`src/rtl/vga_timing_pkg.sv`:
```
// Shared VGA timing definitions: standard mode constants, line/frame total helper,
// and the region classification used by both raster axes.
// Latency: n/a (package). Backpressure: n/a.
// Contents: region_t {SYNC, BACK, ACTIVE, FRONT}, VGA640_* and VGA800_* constants,
// total(), region_of().
package vga_timing_pkg;

  // Order matches the raster order within a line and within a frame.
  typedef enum logic [1:0] {SYNC, BACK, ACTIVE, FRONT} region_t;

  // 640x480 @ 60 Hz (25.175 MHz pixel clock), negative syncs.
  localparam int VGA640_H_ACTIVE = 640;
  localparam int VGA640_H_FP     = 16;
  localparam int VGA640_H_SYNC   = 96;
  localparam int VGA640_H_BP     = 48;
  localparam int VGA640_V_ACTIVE = 480;
  localparam int VGA640_V_FP     = 10;
  localparam int VGA640_V_SYNC   = 2;
  localparam int VGA640_V_BP     = 33;

  // 800x600 @ 60 Hz (40 MHz pixel clock), positive syncs.
  localparam int VGA800_H_ACTIVE = 800;
  localparam int VGA800_H_FP     = 40;
  localparam int VGA800_H_SYNC   = 128;
  localparam int VGA800_H_BP     = 88;
  localparam int VGA800_V_ACTIVE = 600;
  localparam int VGA800_V_FP     = 1;
  localparam int VGA800_V_SYNC   = 4;
  localparam int VGA800_V_BP     = 23;

  function automatic int total(input int sync, input int bp, input int active, input int fp);
    return sync + bp + active + fp;
  endfunction

  // Classify a position along one axis; anything past the active span is front porch.
  function automatic region_t region_of(input int pos, input int sync, input int bp,
                                        input int active);
    region_t r;
    if (pos < sync)                    r = SYNC;
    else if (pos < sync + bp)          r = BACK;
    else if (pos < sync + bp + active) r = ACTIVE;
    else                               r = FRONT;
    return r;
  endfunction

endpackage

```
`src/rtl/vga_axis_counter.sv`:
```
// One raster axis: position counter with wrap strobe and region decode.
// Latency: cnt updates on the clk where step=1; wrap/in_sync/in_active are combinational from cnt.
// Backpressure: none; the counter only moves when step=1.
// Ports: clk, rst (sync, active-high), step -> cnt[CNT_W], wrap (step on last position),
//        in_sync, in_active (decode of the current cnt).
// Package items are referenced by scope here because the SYNC/ACTIVE parameter names
// would otherwise collide with the region enum literals.
module vga_axis_counter #(
  parameter int SYNC   = 96,
  parameter int BP     = 48,
  parameter int ACTIVE = 640,
  parameter int FP     = 16,
  parameter int CNT_W  = 12
) (
  input  logic             clk,
  input  logic             rst,
  input  logic             step,
  output logic [CNT_W-1:0] cnt,
  output logic             wrap,
  output logic             in_sync,
  output logic             in_active
);

  localparam int TOTAL = vga_timing_pkg::total(SYNC, BP, ACTIVE, FP);
  localparam logic [CNT_W-1:0] LAST = CNT_W'(TOTAL - 1);

  if ((2 ** CNT_W) < TOTAL) begin : g_width_check
    $error("vga_axis_counter: CNT_W too narrow for axis total");
  end

  vga_timing_pkg::region_t rgn;

  assign wrap = step && (cnt == LAST);

  always_ff @(posedge clk) begin
    if (rst) begin
      cnt <= '0;
    end else if (step) begin
      cnt <= wrap ? '0 : cnt + CNT_W'(1);
    end
  end

  always_comb begin
    rgn       = vga_timing_pkg::region_of(int'(cnt), SYNC, BP, ACTIVE);
    in_sync   = (rgn == vga_timing_pkg::SYNC);
    in_active = (rgn == vga_timing_pkg::ACTIVE);
  end

endmodule

```
`src/rtl/vga_timing_gen.sv`:
```
// VGA raster timing generator: sync pulses, data-enable, active coordinates, line/frame strobes.
// Latency: outputs are the registered decode of the counters, one pix_ce step behind them.
// Backpressure: none; pix_ce=0 freezes everything and forces the strobes low.
// Ports: clk, rst (sync, active-high, wins over pix_ce), pix_ce -> hsync, vsync, de,
//        x[CNT_W], y[CNT_W], line_start, frame_start, frame_cnt[16] (VGA_FRAME_CNT_EN only).
// Optional feature macro: VGA_FRAME_CNT_EN adds the completed-frame counter.
module vga_timing_gen
  import vga_timing_pkg::*;
#(
  parameter int H_ACTIVE = VGA640_H_ACTIVE,
  parameter int H_FP     = VGA640_H_FP,
  parameter int H_SYNC   = VGA640_H_SYNC,
  parameter int H_BP     = VGA640_H_BP,
  parameter int V_ACTIVE = VGA640_V_ACTIVE,
  parameter int V_FP     = VGA640_V_FP,
  parameter int V_SYNC   = VGA640_V_SYNC,
  parameter int V_BP     = VGA640_V_BP,
  parameter bit HS_POL   = 1'b0,
  parameter bit VS_POL   = 1'b0,
  parameter int CNT_W    = 12
) (
  input  logic             clk,
  input  logic             rst,
  input  logic             pix_ce,
  output logic             hsync,
  output logic             vsync,
  output logic             de,
  output logic [CNT_W-1:0] x,
  output logic [CNT_W-1:0] y,
  output logic             line_start,
  output logic             frame_start
`ifdef VGA_FRAME_CNT_EN
  ,
  output logic [15:0]      frame_cnt
`endif
);

  localparam logic [CNT_W-1:0] H_OFF = CNT_W'(H_SYNC + H_BP);
  localparam logic [CNT_W-1:0] V_OFF = CNT_W'(V_SYNC + V_BP);

  logic [CNT_W-1:0] h_cnt, v_cnt;
  logic h_wrap, v_wrap, h_in_sync, v_in_sync, h_in_active, v_in_active;
  logic v_step, act, at_origin;

  assign v_step = pix_ce & h_wrap;
  assign act    = h_in_active & v_in_active;

  vga_axis_counter #(
    .SYNC(H_SYNC), .BP(H_BP), .ACTIVE(H_ACTIVE), .FP(H_FP), .CNT_W(CNT_W)
  ) u_h_axis (
    .clk(clk), .rst(rst), .step(pix_ce),
    .cnt(h_cnt), .wrap(h_wrap), .in_sync(h_in_sync), .in_active(h_in_active)
  );

  vga_axis_counter #(
    .SYNC(V_SYNC), .BP(V_BP), .ACTIVE(V_ACTIVE), .FP(V_FP), .CNT_W(CNT_W)
  ) u_v_axis (
    .clk(clk), .rst(rst), .step(v_step),
    .cnt(v_cnt), .wrap(v_wrap), .in_sync(v_in_sync), .in_active(v_in_active)
  );

  // Set exactly while the counters sit at (0,0): after reset and after a frame wrap,
  // cleared by the next step. Avoids a second full-width compare on v.
  always_ff @(posedge clk) begin
    if (rst) begin
      at_origin <= 1'b1;
    end else if (pix_ce) begin
      at_origin <= v_wrap;
    end
  end

  always_ff @(posedge clk) begin
    if (rst) begin
      hsync       <= ~HS_POL;
      vsync       <= ~VS_POL;
      de          <= 1'b0;
      x           <= '0;
      y           <= '0;
      line_start  <= 1'b0;
      frame_start <= 1'b0;
    end else begin
      // Strobes are one clk wide even when pix_ce is sparse.
      line_start  <= 1'b0;
      frame_start <= 1'b0;
      if (pix_ce) begin
        hsync       <= h_in_sync ? HS_POL : ~HS_POL;
        vsync       <= v_in_sync ? VS_POL : ~VS_POL;
        de          <= act;
        x           <= act ? h_cnt - H_OFF : '0;
        y           <= act ? v_cnt - V_OFF : '0;
        line_start  <= (h_cnt == '0);
        frame_start <= at_origin;
      end
    end
  end

`ifdef VGA_FRAME_CNT_EN
  // The first frame_start after reset opens frame 0, so it does not count as completed.
  logic seen_frame;

  always_ff @(posedge clk) begin
    if (rst) begin
      frame_cnt  <= '0;
      seen_frame <= 1'b0;
    end else if (pix_ce && at_origin) begin
      seen_frame <= 1'b1;
      if (seen_frame) begin
        frame_cnt <= frame_cnt + 16'd1;
      end
    end
  end
`endif

endmodule
```
`config.mk`:
```
export PLATFORM = sky130hd
export DESIGN_NAME = vga_timing_gen
export DESIGN_NICKNAME = d
export VERILOG_FILES = /design/src/rtl/vga_timing_pkg.sv /design/src/rtl/vga_axis_counter.sv /design/src/rtl/vga_timing_gen.sv
export SDC_FILE = /design/constraint.sdc
export NUM_CORES = 1
export LEC_CHECK = 0
export ABC_AREA = 1
export BUFFER_PORTS_ARGS = -buffer_cell sky130_fd_sc_hd__buf_2
export CAP_MARGIN = 10
export CORE_MARGIN = 1.5
export CORE_UTILIZATION = 35
export CTS_CLUSTER_DIAMETER = 200
export DETAILED_ROUTE_END_ITERATION = 6
export PLACE_DENSITY = 0.54
export SLEW_MARGIN = 0
export SYNTH_ARGS = -nofsm -noshare
export SYNTH_HDL_FRONTEND = slang
export SYNTH_HIERARCHICAL = 1
export SYNTH_SLANG_ARGS = --single-unit
```
`constraint.sdc`:
```
create_clock -name clk -period 2.25 [get_ports clk]
set_clock_uncertainty 0.2 [all_clocks]
set_input_delay 0.1125 -clock clk [delete_from_list [all_inputs] [get_ports clk]]
set_output_delay 0.1125 -clock clk [all_outputs]
set_load 0.03 [all_outputs]
```
==> run summary <==
The data arrival time of the critical path is 2.08 ns. After detailed routing, the average wire length per cell comes to 12.1 um. The type of the tightest min-delay check is reg2reg. The critical path data required time came out at 2.30 ns. The slowest cell on the critical path is sky130_fd_sc_hd__dfxtp_1. Counting flops with a built-in enable in the synthesized netlist gives 0. Using the TritonRoute via totals, the vias-per-cell ratio works out to approximately 4.8. Synthesis produced a netlist whose cell count is 424. The largest single stage delay on the critical path is 0.40 ns. The effective utilization at floorplan is 0.366. The biggest area contributor in the post-synthesis netlist is sky130_fd_sc_hd__dfxtp_1. The layout has 843 filler cells.

The share of synthesized flip-flops with an asynchronous set or reset is 0. The area share of the largest cell type after synthesis is 0.378. The share of cells above drive strength 1 is 0.174. The total of max-cap violations is 0.

The count of nets after finishing is just under 500. The number of global-route vias before repair came out at 2605. For this run, the total global-route usage over all layers was measured as 0.174. The number of input and output port buffers inserted came out at 31. The post-route antenna net violation count is 0. The number of register bits inferred by synthesis came out at 54. TritonCTS built the clock tree. The CTS sink count came out at 54.

The die is 93.4 um tall. The antenna diode instance count is 0. Setup repair after global routing left no endpoint under its margin. The clock latency reported for the late side of the worst-skew pair came out at roughly 0.32 ns. The share of synthesized area occupied by flip-flops and latches came out at 0.378. For this design the static power due to leakage is roughly 1.5 nW. The synthesized netlist contains 32 unique library cells.

Sorting the synthesized cells by area gives the leading types as sky130_fd_sc_hd__dfxtp_1 (38%), sky130_fd_sc_hd__nand2_1 (13%), sky130_fd_sc_hd__nand3_1 (7.7%). In this run the critical register-to-register path is launched from u_v_axis/cnt[4]. The total number of placement rows came out at 32. The core region is 7810 um^2. The multi-input gate area in the final layout is 1520 um^2. sky130_fd_sc_hd__nand2_1 is the most common cell in the netlist. The commonest cells after synthesis are sky130_fd_sc_hd__nand2_1 (100), sky130_fd_sc_hd__inv_1 (58), sky130_fd_sc_hd__dfxtp_1 (54), sky130_fd_sc_hd__nor2_1 (51), sky130_fd_sc_hd__nand3_1 (44). The signal on the critical path passes through inv_1, nand2_1, nor2_2, nand3_1, o21ai_0, nand2_1, nor2_1, nand3_4, inv_6, nand3_1, a21oi_1. Routability-driven placement finished with a final weighted congestion of 0.841. The iteration count of the initial detailed-routing pass came out at 4.

From synthesis to final layout, the design area changed by 17.7%. The total via count after detailed routing is 2776. The maximum vdd ir drop came out at 249 uV. The clock tree buffer depth is 2. The time the worst path needs with I/O delays and setup is 2.03 ns.

In this run the worst path has a maximum fanout of 15. The number of clock buffers added by TritonCTS is 5. The sort of element at the start of the critical path is a flop. Summed over all layers, the global routing overflow is 0. On the critical path the largest part of the delay comes from simple AND/OR/NAND/NOR gates. The clock slew at the register clock pins of the worst setup and hold paths came out at 0.11 ns. The number of antenna violations at the first check in global routing came out at 0. The most frequently used flop master after synthesis is sky130_fd_sc_hd__dfxtp_1. The power density over the cells came out at 485 nW/um^2. Once routing completed, OpenROAD measured the worst setup slack at about 0.22 ns.

Once placement completed, the tool counted placed cells totaling 568. The count of final hold-check violations came to 0. The final count of negative-setup-slack endpoints came out at 0. The H-tree was split into 2 levels. Yosys printed 6 warnings.

The detailed router finished its first iteration with 77 violations. Before CTS, the worst setup slack after placement is 0.153 ns. The most critical setup path has its startpoint at u_v_axis/cnt[4]. The final standard cell count with taps included and fillers excluded came out at 578. The final count of pins violating max slew came to 0. The first-pass GRT wire length is 12100 um. The die span in x came out at 93.4 um. The area of the mapped netlist came out at about 2900 um^2. The flow ran to the end, and the final reports show no timing, DRC or antenna violations. In the routed design, unresolved DRC markers number 0. Summed over all nets, the half-perimeter wirelength after detailed placement is 5280 um. At the pin with the least slew margin, the transition time is around 0.42 ns. The headroom to the max-slew limit came out at 0.722. The critical path is of the reg2reg type. The number of nets produced by synthesis is 433. STA classifies the critical path endpoint as a flop. The final layout contains routed wiring with a total length of 7020 um.

Registers take 1080 um^2. The maximum achievable frequency came out at 0.493 GHz. The area enclosed by the die boundary came out at just under 9000 um^2. CTS placed an instance of sky130_fd_sc_hd__clkbuf_8 at the clock tree root. The top-level port count is 32.

The worst path buffer plus inverter count came out at 2. Dividing the final minimum period by the clock period gives 0.902. In this run the most critical hold path is launched from at_origin.

In the final timing run, aggregate negative setup slack is 0 ns. Entering global routing, the biggest net connects 29 pins. Each instance of the synthesized netlist takes up on average 6.75 um^2.
==> worst reg2reg max path: stages (launching register included) <==
cell                      delay (ns)
sky130_fd_sc_hd__dfxtp_1        0.40
sky130_fd_sc_hd__inv_1          0.12
sky130_fd_sc_hd__nand2_1        0.07
sky130_fd_sc_hd__nor2_2         0.17
sky130_fd_sc_hd__nand3_1        0.09
sky130_fd_sc_hd__o21ai_0        0.09
sky130_fd_sc_hd__nand2_1        0.06
sky130_fd_sc_hd__nor2_1         0.16
sky130_fd_sc_hd__nand3_4        0.20
sky130_fd_sc_hd__inv_6          0.17
sky130_fd_sc_hd__nand3_1        0.11
sky130_fd_sc_hd__a21oi_1        0.12
==> repair_timing <==
item	in CTS	in global routing
hold buffers	2	0
gates resized for setup	0	6
endpoints found under the setup margin	0	28
endpoints found under the hold margin	7	0
setup buffers	0	0
==> metal layers <==
layer / vias to the layer above / global-route usage / share of wire
met1: 1267 / 0.242 / 0.52
met5: - / 0 / 0
met2: 48 / 0.272 / 0.43
li1: 1454 / - / -
met4: 0 / 0.0581 / 0.015
met3: 7 / 0.0276 / 0.036
==> path summary, 6_finish.rpt <==
kind	endpoint	slack [ns]	cells past startpoint
max	y[8]	0.22	11
min	frame_start	0.26	2
max reg2reg	y[8]	0.22	11
min reg2reg	frame_start	0.26	2
==> layout by cell type, fill, tap and decap left out, drive strengths merged, types with 6 or more instances in the layout <==
cell type,synthesis,layout
nand2,105,105
inv,58,60
nor2,58,58
dfxtp,54,54
nand3,50,50
buf,7,50
a21oi,37,37
o21ai,18,18
nor3,8,8
xor2,6,6
ha,6,6
==> state kept, by name (all words and copies together), names as in the netlist <==
| register | cells |
|---|---|
| at_origin | 1 |
| de | 1 |
| frame_start | 1 |
| hsync | 1 |
| line_start | 1 |
| u_h_axis/cnt | 12 |
| u_v_axis/cnt | 12 |
| vsync | 1 |
| x | 12 |
| y | 12 |
==> metrics by stage <==
| stage | util | hold WS [ns] | total power [mW] | instance area (um^2) |
|---|---|---|---|---|
| 3_5_place_dp | 0.414 | 0.252 | 1.07 | 3230 |
| 5_1_grt | 0.431 | 0.287 | 1.70 | 3370 |
| 6_report | 0.431 | 0.255 | 1.63 | 3370 |
| 2_1_floorplan | - | -0.0151 | 1.04 | 2860 |
| 4_1_cts | 0.429 | 0.267 | 1.66 | 3350 |
| 3_3_place_gp | 0.414 | 0.243 | 1.07 | 3230 |
==> area by class of cell <==
type / instances / area share
inverters: 59 / 0.0673
multi-input cells: 303 / 0.452
clock inverters: 3 / 0.00706
clock buffers: 5 / 0.0204
well taps: 102 / 0.0379
repair buffers: 52 / 0.0944
flip-flops and latches: 54 / 0.321
==> where the power goes <==
group / internal (mW) / switching (mW)
Sequential: 0.965 / 0.00392
Clock: 0.224 / 0.354
Combinational: 0.0256 / 0.0599
Total: 1.21 / 0.418
==> cells by family (layout without fill, tap and decap cells) <==
family / count (synthesis) / count (layout) / share of synthesized area
fa+ha+maj: 6 / 6 / 0.0262
simple gates: 229 / 229 / 0.361
xor+xnor: 9 / 9 / 0.0276
flops: 54 / 54 / 0.378
compound gates: 59 / 59 / 0.112
buf+inv: 67 / 119 / 0.0958
Note: power is estimated with default switching activity, not from simulation.
